==> config.mk <==
export PLATFORM = sky130hd
export DESIGN_NAME = iob_integ_decim
export DESIGN_NICKNAME = d
export VERILOG_FILES = /design/src/rtl/iob_integ_decim_pkg.sv /design/src/rtl/iob_modcnt.sv /design/src/rtl/iob_integ_decim.sv
export SDC_FILE = /design/constraint.sdc
export NUM_CORES = 1
export LEC_CHECK = 0
export ABC_AREA = 1
export ABC_CLOCK_PERIOD_IN_PS = 4300
export BUFFER_PORTS_ARGS = -buffer_cell sky130_fd_sc_hd__buf_2
export CAP_MARGIN = 15
export CORE_AREA = 2 2 110 112
export CTS_CLUSTER_SIZE = 40
export DETAILED_ROUTE_END_ITERATION = 7
export DIE_AREA = 0 0 112 114
export MAX_ROUTING_LAYER = met4
export PLACE_DENSITY = 0.68
export SLEW_MARGIN = 10
export SYNTH_ARGS = -nofsm -noshare
export SYNTH_HDL_FRONTEND = slang
export SYNTH_HIERARCHICAL = 1
export SYNTH_SLANG_ARGS = --single-unit
==> constraint.sdc <==
create_clock -name clk_i -period 4.3 [get_ports clk_i]
set_input_delay 0.645 -clock clk_i [delete_from_list [all_inputs] [get_ports clk_i]]
set_output_delay 0.645 -clock clk_i [all_outputs]
set_load 0.01 [all_outputs]
==> src/rtl/iob_integ_decim_pkg.sv <==
`default_nettype none
// +----------------------------------------------------------------------------+
// | Module   : iob_integ_decim_pkg                                             |
// | Purpose  : Shared widths and the last-count helper for the CIC integrator  |
// |            / decimator and its matching first-difference stage.            |
// | Contents : DEF_DATA_W, DEF_ACC_W, DEF_DECIM_W default widths;              |
// |            last_count() maps a ratio register to the final count value.   |
// | Revision : 1.0 - initial release                                           |
// +----------------------------------------------------------------------------+
package iob_integ_decim_pkg;

  localparam int unsigned DEF_DATA_W  = 16;
  localparam int unsigned DEF_ACC_W   = 32;
  localparam int unsigned DEF_DECIM_W = 8;

  // A ratio of 0 behaves like a ratio of 1, so both map to a last count of 0.
  function automatic logic [31:0] last_count(input logic [31:0] ratio);
    return (ratio == 32'd0) ? 32'd0 : ratio - 32'd1;
  endfunction

endpackage
`default_nettype wire

==> src/rtl/iob_modcnt.sv <==
`default_nettype none
// +----------------------------------------------------------------------------+
// | Module   : iob_modcnt                                                      |
// | Purpose  : Modulo-(last_i+1) counter with increment, clear and wrap flag.  |
// | Ports    : clk_i, rst_n_i (sync, active-low), cke_i (freeze when 0),       |
// |            clr_i (sync clear), inc_i (advance), last_i (terminal count),   |
// |            wrap_o (count currently equals last_i).                         |
// | Revision : 1.0 - initial release                                           |
// +----------------------------------------------------------------------------+
module iob_modcnt #(
  parameter int unsigned W = 8
) (
  input  logic         clk_i,
  input  logic         rst_n_i,
  input  logic         cke_i,
  input  logic         clr_i,
  input  logic         inc_i,
  input  logic [W-1:0] last_i,
  output logic         wrap_o
);

  logic [W-1:0] r_cnt;

  assign wrap_o = (r_cnt == last_i);

  always_ff @(posedge clk_i) begin
    if (!rst_n_i) begin
      r_cnt <= '0;
    end else if (cke_i) begin
      if (clr_i) begin
        r_cnt <= '0;
      end else if (inc_i) begin
        r_cnt <= wrap_o ? '0 : r_cnt + W'(1);
      end
    end
  end

endmodule
`default_nettype wire

==> src/rtl/iob_integ_decim.sv <==
`default_nettype none
// +----------------------------------------------------------------------------+
// | Module   : iob_integ_decim                                                 |
// | Purpose  : Integrator + decimate-by-R front half of a CIC decimator.       |
// |            Accumulates signed samples modulo 2^ACC_W and emits one         |
// |            accumulator snapshot every R accepted samples.                  |
// | Ports    : clk_i, rst_n_i (sync, active-low), cke_i (global freeze),       |
// |            en_i (run; 0 stalls input and reloads ratio), ratio_i (R),      |
// |            in_valid_i/in_ready_o/data_i (sample input),                    |
// |            out_valid_o/out_ready_i/data_o (decimated output).              |
// | Revision : 1.0 - initial release                                           |
// +----------------------------------------------------------------------------+
module iob_integ_decim
  import iob_integ_decim_pkg::*;
#(
  parameter int unsigned DATA_W  = DEF_DATA_W,
  parameter int unsigned ACC_W   = DEF_ACC_W,
  parameter int unsigned DECIM_W = DEF_DECIM_W
) (
  input  logic               clk_i,
  input  logic               rst_n_i,
  input  logic               cke_i,
  input  logic               en_i,
  input  logic [DECIM_W-1:0] ratio_i,
  input  logic               in_valid_i,
  output logic               in_ready_o,
  input  logic [DATA_W-1:0]  data_i,
  output logic               out_valid_o,
  input  logic               out_ready_i,
  output logic [ACC_W-1:0]   data_o
);

  logic [DECIM_W-1:0] r_ratio_q;
  logic [ACC_W-1:0]   r_acc;
  logic [ACC_W-1:0]   r_data;
  logic               r_valid;

  logic [DECIM_W-1:0] w_last;
  logic               w_wrap;
  logic               w_in_ready;
  logic               w_accept;
  logic [ACC_W-1:0]   w_sext;
  logic [ACC_W-1:0]   w_sum;

  assign w_last = DECIM_W'(last_count(32'(r_ratio_q)));

  if (ACC_W > DATA_W) begin : g_sext
    assign w_sext = {{(ACC_W-DATA_W){data_i[DATA_W-1]}}, data_i};
  end else begin : g_nosext
    assign w_sext = data_i[ACC_W-1:0];
  end

  // Modulo add: wrap is intentional, the downstream differencer cancels it.
  assign w_sum = r_acc + w_sext;

  // Only the group-completing sample needs a free output slot; earlier
  // samples of the next group may flow while the output is stalled.
  assign w_in_ready = rst_n_i & cke_i & en_i & (~r_valid | out_ready_i | ~w_wrap);
  assign w_accept   = in_valid_i & w_in_ready;

  iob_modcnt #(
    .W (DECIM_W)
  ) u_modcnt (
    .clk_i   (clk_i),
    .rst_n_i (rst_n_i),
    .cke_i   (cke_i),
    .clr_i   (~en_i),
    .inc_i   (w_accept),
    .last_i  (w_last),
    .wrap_o  (w_wrap)
  );

  always_ff @(posedge clk_i) begin
    if (!rst_n_i) begin
      r_ratio_q <= '0;
      r_acc     <= '0;
      r_data    <= '0;
      r_valid   <= 1'b0;
    end else if (cke_i) begin
      if (!en_i) begin
        r_ratio_q <= ratio_i;
      end
      if (w_accept) begin
        r_acc <= w_sum;
      end
      // A new load in the same cycle as a consume keeps valid high.
      if (w_accept && w_wrap) begin
        r_data  <= w_sum;
        r_valid <= 1'b1;
      end else if (r_valid && out_ready_i) begin
        r_valid <= 1'b0;
      end
    end
  end

  assign in_ready_o  = w_in_ready;
  assign out_valid_o = r_valid;
  assign data_o      = r_data;

endmodule
`default_nettype wire
# Word level (Yosys, flattened, before mapping)
# Cells that the tools add are included.
# Widths: inputs -> output; s select.
[word_totals]
register_bits = 81
in_bits = 30
out_inout_bits = 34
[op_classes]
add_sub_neg = 3
eq_ne = 2
n_mux = 6
n_bitwise = 9
n_reduce_logical = 9
[ops]
columns = ["operator", "count"]
rows = [
  ["$add 32x32->32", 1],
  ["$mux 8", 4],
  ["$reduce_and 2->1", 5],
  ["$add 8x1->8 const B", 1],
  ["$eq 8x8->1", 1],
  ["$logic_not 8->1", 1],
  ["$sub 8x1->8 const B", 1],
  ["$and 1x1->1", 4],
  ["$not 1->1", 3],
  ["$logic_and 1x1->1", 2],
  ["$mux 1", 2],
  ["$ne 2x1->1 const B", 1],
  ["$or 1x1->1", 2],
  ["$reduce_bool 2->1", 1],
]

# Logic depth before layout (Yosys ltp)
# Gate-level depths: netlist of run 1.
[depth]
depth_word = 10
ltp_mapped = 25
depth_no_buf = 24

# Hierarchy
# Netlist of run 1, hierarchy kept.
[modules_own_cells]
columns = ["module", "instances", "cells_per_inst", "area_per_inst_um2"]
rows = [
  ["iob_integ_decim", 1, 869, 5285.1],
  ["iob_modcnt", 1, 107, 613.1],
]

# Worst setup path before layout of run 1
# No wires, ideal clock.
[synth_timing]
path_kind = "register to register"
startpoint = "register r_ratio_q[0]"
endpoint = "register u_modcnt.r_cnt[3]"
arrival_ps = 2989
t_required_ps = 4181
slack_ps = 1193
path_stages_with_launch = 25
synth_period_minus_slack_ps = 3107
cell_sequence = "dfxtp_1 > inv_1 > ha_1 > nand2_1 > nor2_1 > nand2_1 > or2_2 > nor2_1 > a21oi_1 > inv_1 > nand2_1 > nand2_1 > nand2_1 > nor2_1 > nand2_4 > inv_1 > nand3_1 > nand2_1 > nor2_4 > buf_2 > o21ai_2 > inv_1 > a21o_1 > nand3_1 > a21oi_1"
[synth_between]
elab_chain_len = 9
word_cells_on_any_way = 13
[synth_lines]
columns = ["item", "line_no", "text"]
rows = [
  ["from (decl)", "iob_integ_decim.sv:33", "logic [DECIM_W-1:0] r_ratio_q;"],
  ["from (signal assigned)", "iob_integ_decim.sv:81", "r_ratio_q <= ratio_i;"],
  ["$sub 8x1->8 or $logic_not 8->1 (tied branches)", "iob_integ_decim_pkg.sv:18", "return (ratio == 32'd0) ? 32'd0 : ratio - 32'd1;"],
  ["$mux 8 *", "iob_integ_decim_pkg.sv:18", ""],
  ["net w_last[5]", "iob_integ_decim.sv:38", "logic [DECIM_W-1:0] w_last;"],
  ["$eq 8x8->1 *", "iob_modcnt.sv:24", "assign wrap_o = (r_cnt == last_i);"],
  ["net w_wrap", "iob_integ_decim.sv:39", "logic w_wrap;"],
  ["$not 1->1 *", "iob_integ_decim.sv:58", "assign w_in_ready = rst_n_i & cke_i & en_i & (~r_valid | out_ready_i | ~w_wrap);"],
  ["$or 1x1->1 *", "iob_integ_decim.sv:58", ""],
  ["$and 1x1->1 *", "iob_integ_decim.sv:58", ""],
  ["$and 1x1->1 *", "iob_integ_decim.sv:59", "assign w_accept = in_valid_i & w_in_ready;"],
  ["net w_accept", "iob_integ_decim.sv:41", "logic w_accept;"],
  ["$ne 2x1->1 (no source line) *", "n/a", ""],
  ["$reduce_and 2->1 (no source line) *", "n/a", ""],
  ["to (signal assigned)", "iob_modcnt.sv:33", "r_cnt <= wrap_o ? '0 : r_cnt + W'(1);"],
  ["to (decl)", "iob_modcnt.sv:22", "logic [W-1:0] r_cnt;"],
]
# The timed path passes the listed nets; every way through them passes the cells marked *. The select of a mux whose other input is x is not followed.
# A chain may end at the register's enable or synchronous reset.

# Worst setup path in the final report of run 1
[layout_timing]
startpoint = "register r_ratio_q[0]"
endpoint = "register r_data[12], in the netlist data_o[12]"
[layout_between]
elab_chain_len = 9
word_cells_on_any_way = 10
[layout_lines]
columns = ["item", "line_no", "text"]
rows = [
  ["$sub 8x1->8 or $logic_not 8->1 (tied branches)", "iob_integ_decim_pkg.sv:18", ""],
  ["$mux 8 *", "iob_integ_decim_pkg.sv:18", ""],
  ["net w_last[5]", "iob_integ_decim.sv:38", ""],
  ["$eq 8x8->1 *", "iob_modcnt.sv:24", ""],
  ["net w_wrap", "iob_integ_decim.sv:39", ""],
  ["$not 1->1", "iob_integ_decim.sv:58", ""],
  ["$or 1x1->1", "iob_integ_decim.sv:58", ""],
  ["$and 1x1->1", "iob_integ_decim.sv:58", ""],
  ["$and 1x1->1", "iob_integ_decim.sv:59", ""],
  ["$logic_and 1x1->1 *", "iob_integ_decim.sv:87", "if (w_accept && w_wrap) begin"],
  ["$reduce_and 2->1 (no source line) *", "n/a", ""],
  ["to (signal assigned)", "iob_integ_decim.sv:88", "r_data <= w_sum;"],
  ["to (decl)", "iob_integ_decim.sv:35", "logic [ACC_W-1:0] r_data;"],
]
# The timed path passes the listed nets; every way through them passes the cells marked *.

==> impl_metrics.py, run 1 <==
metrics = {
    "worst_setup_path": {
        "cp-end-kind": "register",
        "slowest_stage": "inv_2",
        "startpoint_type": "register",
        "cp_top_family": "simple AND/OR/NAND/NOR gates",
        "cp.arrival_ns": 4.00,
        "crit_required_ns": 4.60,
        "max_stage_delay_ns": 0.70,
        "worstSetupPathType": "register to register",
        "critPathMaxFanout": 48,
        "crit_chain": "inv_1 -> ha_1 -> nand2_1 -> nor2_1 -> nand2_1 -> or2_2 -> nor2_1 -> a21oi_1 -> nand2_1 -> nand2_1 -> nand2_1 -> nor2_1 -> nand2_4 -> inv_1 -> nand3_1 -> nand2_1 -> nor2_4 -> nand2_2 -> inv_2 -> o21ai_0 -> a21o_1 -> inv_1",
        "cpMostUsedCell": "nand2_1",
        "path_buf_inv": 4,
    },
    "sta": {
        "relSlewSlack_pct": 43.2,
        "finalCritPeriodShare_pct": 86.0,
        "skew_ns": 0.00757,
        "slew_viol_final": 0,
        "finalHoldViolations": 0,
        "rsz0062_at_grt": "false",
        "worstMarginPinSlew_ns": 0.851,
        "setup_viol": 0,
        "tns_ns": 0,
        "period_minus_slack_ns": 3.70,
        "worst_slack_ns": 0.601,
        "timing.fmax_ghz": 0.270,
    },
    "global_routing": {
        "grt_overflow": 0,
        "grt_usage_pct": 23.1,
        "grt_first_pass_wirelength_um": 23400,
        "first_global_vias": 5237,
        "grt_max_degree": 68,
        "antenna_found_initial": 0,
    },
    "synth": {
        "synth_top_area_share_pct": 27.5,
        "ys_types": 35,
        "synthMostInstantiatedCell": "nand2_1",
        "postSynthAreaPerCell_um2": 6.04,
        "synth_area_mm2": 0.00590,
        "syn_nets": 1040,
        "async_reset_ff_share_pct": 0,
        "yosys-top-cells-area": "dfxtp_1, nand2_1, inv_1",
        "ys_warn_count": 6,
        "ys_seq_elements": 81,
        "post-synth-top-area-cell": "dfxtp_1",
        "ys_top_cells_by_count": "nand2_1, inv_1, dfxtp_1, nor2_1, nand3_1",
        "synth-edff-count": 0,
        "synth-main-ff-cell": "dfxtp_1",
        "ys_seq_area_share_pct": 27.5,
        "netlist_instances": 976,
    },
    "floorplan": {
        "io_pins": 64,
        "initial_utilization_pct": 50.4,
        "dieHeight_um": 114,
        "core_area_mm2": 0.0117,
        "die_area_mm2": 0.0128,
        "die_w_um": 112,
        "num_rows": 40,
    },
    "placed_design": {
        "port_buffers": 63,
        "dp_slack_ns": 0.592,
        "hpwl_um": 10600,
        "gp_congestion": 0.891,
    },
    "routing": {
        "vias_per_cell": 4.82,
        "avgRoutedWirePerCell_um": 11.7,
        "drt_wl_total_um": 13800,
        "dr.pass1.iters": 5,
        "detail-route-antenna-nets": 0,
        "first_iter_violations": 284,
        "drc": 0,
        "vias": 5706,
    },
    "final_layout": {
        "syn_to_final_growth_pct": 12.2,
        "nNetsFinal": 1095,
        "diodes": 0,
        "post_route_cells_drive_above_1_share_pct": 9.46,
    },
    "cts": {
        "cts_buffers": 9,
        "ctsResizeCount": 0,
        "cts_hold_buf": 0,
        "htreeDepth": 3,
        "clk_pin_slew_worst_paths_ns": 0.06,
        "clk_path_buf_depth": 2,
        "cts_root_buf": "clkbuf_16",
        "post-cts-setup-buffers": 0,
        "worstSkewPairLatency_ns": 0.35,
        "clock_sinks": 81,
        "cts_tree": "yes",
    },
    "worst_hold_path": {
        "min_path_type": "register to register",
    },
    "pwr": {
        "p_leak_nw": 3.91,
        "power_w": 0.00189,
        "p_per_area_mw_per_mm2": 285,
        "vdd_ir_drop_max_mv": 0.220,
    },
    "run_status": {
        "outcome": "completed",
    },
    "run": {
        "maxCapViolations": 0,
    },
}
==> cell families after synthesis <==
logic type	synth area share [%]
AOI/OAI and AO/OA	14.5
xor gates and xnor gates	2.97
adders and majority gates	7.34
buffers and inverters	14.4
DFF	27.5
and+or+nand+nor	33.3
==> path summary, 6_finish.rpt <==
path                              endpoint  depth (start not counted)  slack, ns          from
worst max register to register  data_o[12]                         22       0.60  r_ratio_q[0]
worst min register to register   data_o[2]                          2       0.46     data_o[2]
worst min-delay path             data_o[2]                          2       0.46     data_o[2]
worst max-delay path            data_o[12]                         22       0.60  r_ratio_q[0]
==> sequential cells by signal (all words and copies together), names as in the netlist <==
| register | count |
|---|---|
| r_acc | 32 |
| r_ratio_q | 8 |
| u_modcnt/r_cnt | 8 |
| data_o | 32 |
| out_valid_o | 1 |
==> per-stage QoR <==
step | instances | util (%) | cell area, um2 | hold WS [ns]
finish | 1183 | 56.5 | 6620 | 0.460
floorplan | 976 | - | 5900 | 0.445
global route | 1183 | 56.5 | 6620 | 0.492
global placement | 1167 | 53.8 | 6300 | 0.454
CTS | 1183 | 56.5 | 6620 | 0.463
detailed placement | 1167 | 53.8 | 6300 | 0.453
==> per-layer routing <==
| layer | track usage, % | vias to the layer above | share of wire, % |
|---|---|---|---|
| li1 | - | 3101 | - |
| met1 | 28.3 | 2491 | 49 |
| met2 | 38.9 | 101 | 46 |
| met3 | 4.36 | 13 | 3.6 |
| met4 | 7.24 | 0 | 1.3 |
| met5 | - | - | 0 |
==> cell usage in the layout (no fill, tap or decap), types with 4 or more instances in the layout <==
master,n
nand2_1,317
inv_1,194
dfxtp_1,81
nor2_1,72
nand3_1,69
buf_2,63
a21oi_1,47
o21a_1,38
o21ai_0,35
ha_1,33
xor2_1,14
o21bai_1,12
clkbuf_16,9
xnor2_1,6
a21o_1,5
nor3_1,4
==> worst min-delay path, stage by stage (launching register included) <==
cell     delay [ns]
dfxtp_1        0.30
nand2_1        0.06
a21oi_1        0.05
==> final cells by class <==
class / count / area, um2
inverter: 197 / 739
fill: 1221 / 5090
sequential: 81 / 1620
clock buffer: 11 / 253
clock inverter: 5 / 60.1
multi-input combinational: 677 / 3430
timing repair buffer: 65 / 330
tap: 147 / 184
==> where the power goes <==
group | switching, W | internal [W] | leakage, nW
Combinational | 0.000198 | 0.000107 | 3.10
Sequential | 0.00000962 | 0.000767 | 0.656
Clock | 0.000322 | 0.000484 | 0.153
Total | 0.000529 | 0.00136 | 3.91
(Power assumes the default switching activity.)
==> run 2: changes to the inputs <==
--- a/config.mk
+++ b/config.mk
@@ -5,14 +5,12 @@
 export SDC_FILE = /design/constraint.sdc
 export NUM_CORES = 1
 export LEC_CHECK = 0
-export ABC_AREA = 1
 export ABC_CLOCK_PERIOD_IN_PS = 4300
 export BUFFER_PORTS_ARGS = -buffer_cell sky130_fd_sc_hd__buf_2
 export CAP_MARGIN = 15
-export CORE_AREA = 2 2 110 112
-export CTS_CLUSTER_SIZE = 40
+export CORE_AREA = 2 2 103 105
 export DETAILED_ROUTE_END_ITERATION = 7
-export DIE_AREA = 0 0 112 114
+export DIE_AREA = 0 0 105 107
 export MAX_ROUTING_LAYER = met4
 export PLACE_DENSITY = 0.68
 export SLEW_MARGIN = 10
==> run 2 against run 1 <==
Effect of this change: critical path depth is 6 lower; synthesized area is 13% lower; die area fell by 12%; sequential cell count is the same; final cell count fell by 29%; count of clock-buffer cells in the layout decreased by 1; clock power down 22%; routed wire length is 11% lower; clock skew increased by 0.0011 ns; power down 10%; critical path type unchanged; non-clock buffer count increased by 5.
==> impl_metrics.py, run 2 <==
metrics = {
    "run_status": {
        "outcome": "completed",
    },
    "pwr": {
        "p_sw_w": 0.000489,
        "pwr-share-seq_pct": 45.8,
        "vdd_ir_drop_max_mv": 0.129,
        "p_per_area_mw_per_mm2": 296,
        "power_w": 0.00169,
        "share_comb_of_total_power_pct": 17.1,
        "p_int_w": 0.00120,
        "p_clk_share_pct": 37.1,
        "p_leak_nw": 2.37,
        "switching_share_pct": 28.9,
    },
    "global_routing": {
        "antenna_found_initial": 0,
        "grt_max_degree": 53,
        "grt_overflow": 0,
        "first_global_vias": 4254,
        "grt_first_pass_wirelength_um": 20300,
        "grt_usage_pct": 22.9,
    },
    "floorplan": {
        "initial_utilization_pct": 50.6,
        "core_area_mm2": 0.0101,
        "die_area_mm2": 0.0112,
        "die_w_um": 105,
        "dieHeight_um": 107,
        "io_pins": 64,
        "num_rows": 37,
    },
    "final_layout": {
        "diodes": 0,
        "final_cell_mix": "nand2_1, dfxtp_1, buf_2, nor2_1, a21oi_1",
        "post_route_cells_drive_above_1_share_pct": 14.1,
        "fin_util_pct": 56.7,
        "nNetsFinal": 763,
        "nFillCells": 995,
        "final_common_cell": "nand2_1",
        "syn_to_final_growth_pct": 12.2,
    },
    "placed_design": {
        "gp_congestion": 0.978,
        "port_buffers": 63,
        "hpwl_um": 9060,
    },
    "cts": {
        "cts_root_buf": "clkbuf_8",
        "htreeDepth": 3,
        "cts_tree": "yes",
        "worstSkewPairLatency_ns": 0.37,
        "clk_pin_slew_worst_paths_ns": 0.09,
        "post-cts-setup-buffers": 0,
        "clk_path_buf_depth": 2,
        "clock_sinks": 81,
        "cts_buffers": 9,
        "ctsResizeCount": 0,
        "cts_hold_buf": 0,
    },
    "synth": {
        "postSynthAreaPerCell_um2": 7.83,
        "ys_top_cells_by_count": "nand2_1, dfxtp_1, nor2_1, a21oi_1, o21ai_0",
        "ys_types": 61,
        "ys_warn_count": 6,
        "synth-main-ff-cell": "dfxtp_1",
        "post-synth-top-area-cell": "dfxtp_1",
        "ys_seq_area_share_pct": 31.8,
        "yosys-top-cells-area": "dfxtp_1, ha_1, nand2_1",
        "synthMostInstantiatedCell": "nand2_1",
        "syn_nets": 716,
        "synth_area_mm2": 0.00510,
        "synth_top_area_share_pct": 31.8,
        "async_reset_ff_share_pct": 0,
        "netlist_instances": 652,
        "synth-edff-count": 0,
        "ys_seq_elements": 81,
    },
    "routing": {
        "dr.pass1.iters": 5,
        "vias": 4726,
        "detail-route-antenna-nets": 0,
        "drc": 0,
        "avgRoutedWirePerCell_um": 14.5,
        "vias_per_cell": 5.63,
        "first_iter_violations": 226,
        "drt_wl_total_um": 12200,
    },
    "sta": {
        "worstMarginPinSlew_ns": 0.863,
        "skew_ns": 0.00872,
        "setup_viol": 0,
        "finalHoldViolations": 0,
        "relSlewSlack_pct": 42.4,
        "period_minus_slack_ns": 3.81,
        "rsz0062_at_grt": "false",
        "timing.fmax_ghz": 0.262,
        "finalCritPeriodShare_pct": 88.6,
        "slew_viol_final": 0,
        "finalHoldWorstSlack_ns": 0.461,
        "tns_ns": 0,
    },
    "worst_setup_path": {
        "max_stage_delay_ns": 0.48,
        "slowest_stage": "nor3_1",
        "cp_top_family": "simple AND/OR/NAND/NOR gates",
        "crit_required_ns": 4.55,
        "path_buf_inv": 3,
        "cpMostUsedCell": "nor2_1",
        "crit_chain": "nor4_1 -> nand2_1 -> nor3_1 -> nor2_1 -> xnor2_1 -> nand4_4 -> nor2_1 -> a31oi_1 -> nand2_1 -> clkinv_1 -> buf_4 -> nand2_1 -> buf_4 -> nor2_1 -> a21oi_1 -> nor2_1",
        "cp.arrival_ns": 4.06,
        "cp-end-kind": "register",
        "startpoint_type": "register",
        "critPathMaxFanout": 17,
        "worstSetupPathType": "register to register",
    },
    "worst_hold_path": {
        "min_path_type": "register to register",
    },
    "run": {
        "maxCapViolations": 0,
    },
}
## run 2: area by class of cell
type                       count  area, um2  share of cell area (%)
clock buffer                  10        128                    2.23
sequential                    81       1620                    28.3
tap                          136        170                    2.97
clock inverter                 6       92.6                    1.62
multi-input combinational    524       3290                    57.6
timing repair buffer          70        368                    6.43
inverter                      13       48.8                   0.853
## run 2: per-layer routing
| layer | wire length, um | GRT usage, % | share of wire, % |
|---|---|---|---|
| met3 | 473 | 3.28 | 3.9 |
| met5 | 0 | - | 0 |
| met4 | 205 | 8.48 | 1.7 |
| met1 | 5830 | 30.1 | 48 |
| met2 | 5710 | 36.2 | 47 |
## run 2: per-stage QoR
| stage | instance area [um2] | std cells | worst slack [ns] |
|---|---|---|---|
| 2_1_floorplan | 5100 | 652 | 0.767 |
| 3_3_place_gp | 5500 | 824 | 0.730 |
| 3_5_place_dp | 5500 | 824 | 0.507 |
| 4_1_cts | 5720 | 840 | 0.488 |
| 5_1_grt | 5720 | 840 | 0.0287 |
| 6_report | 5720 | 840 | 0.490 |
## run 2: cells by family (layout without fill, tap and decap cells)
group | Yosys count | in the layout | synth area share [%]
AO/OA/AOI/OAI | 186 | 186 | 23.9
XOR/XNOR | 40 | 40 | 7.16
adder cells (fa/ha/maj) | 34 | 34 | 8.48
buffers and inverters | 47 | 99 | 3.65
flip-flops | 81 | 81 | 31.8
multiplexers | 7 | 7 | 1.37
AND/OR/NAND/NOR | 257 | 257 | 23.7
## run 2: worst register-to-register path: stages (launching register included)
cell and delay (ns):
dfxtp_1 0.36, nor4_1 0.40, nand2_1 0.14, nor3_1 0.48, nor2_1 0.14, xnor2_1 0.27, nand4_4 0.22, nor2_1 0.21
a31oi_1 0.14, nand2_1 0.11, clkinv_1 0.06, buf_4 0.19, nand2_1 0.44, buf_4 0.31, nor2_1 0.07, a21oi_1 0.11
nor2_1 0.05
## run 2: worst paths after layout
path	start	to	slack, ns	depth (start not counted)
hold reg to reg	data_o[4]	data_o[4]	0.46	2
setup / recovery	r_ratio_q[2]	data_o[10]	0.49	16
hold / removal	data_o[4]	data_o[4]	0.46	2
setup reg to reg	r_ratio_q[2]	data_o[10]	0.49	16
## run 2: power groups by stage
stage          logic (W)  registers, W  clock network (W)
2_1_floorplan   0.000220      0.000790                  0
3_3_place_gp    0.000282      0.000792                  0
3_5_place_dp    0.000287      0.000792                  0
4_1_cts         0.000288      0.000775           0.000643
5_1_grt         0.000322      0.000777           0.000683
6_report        0.000289      0.000775           0.000628
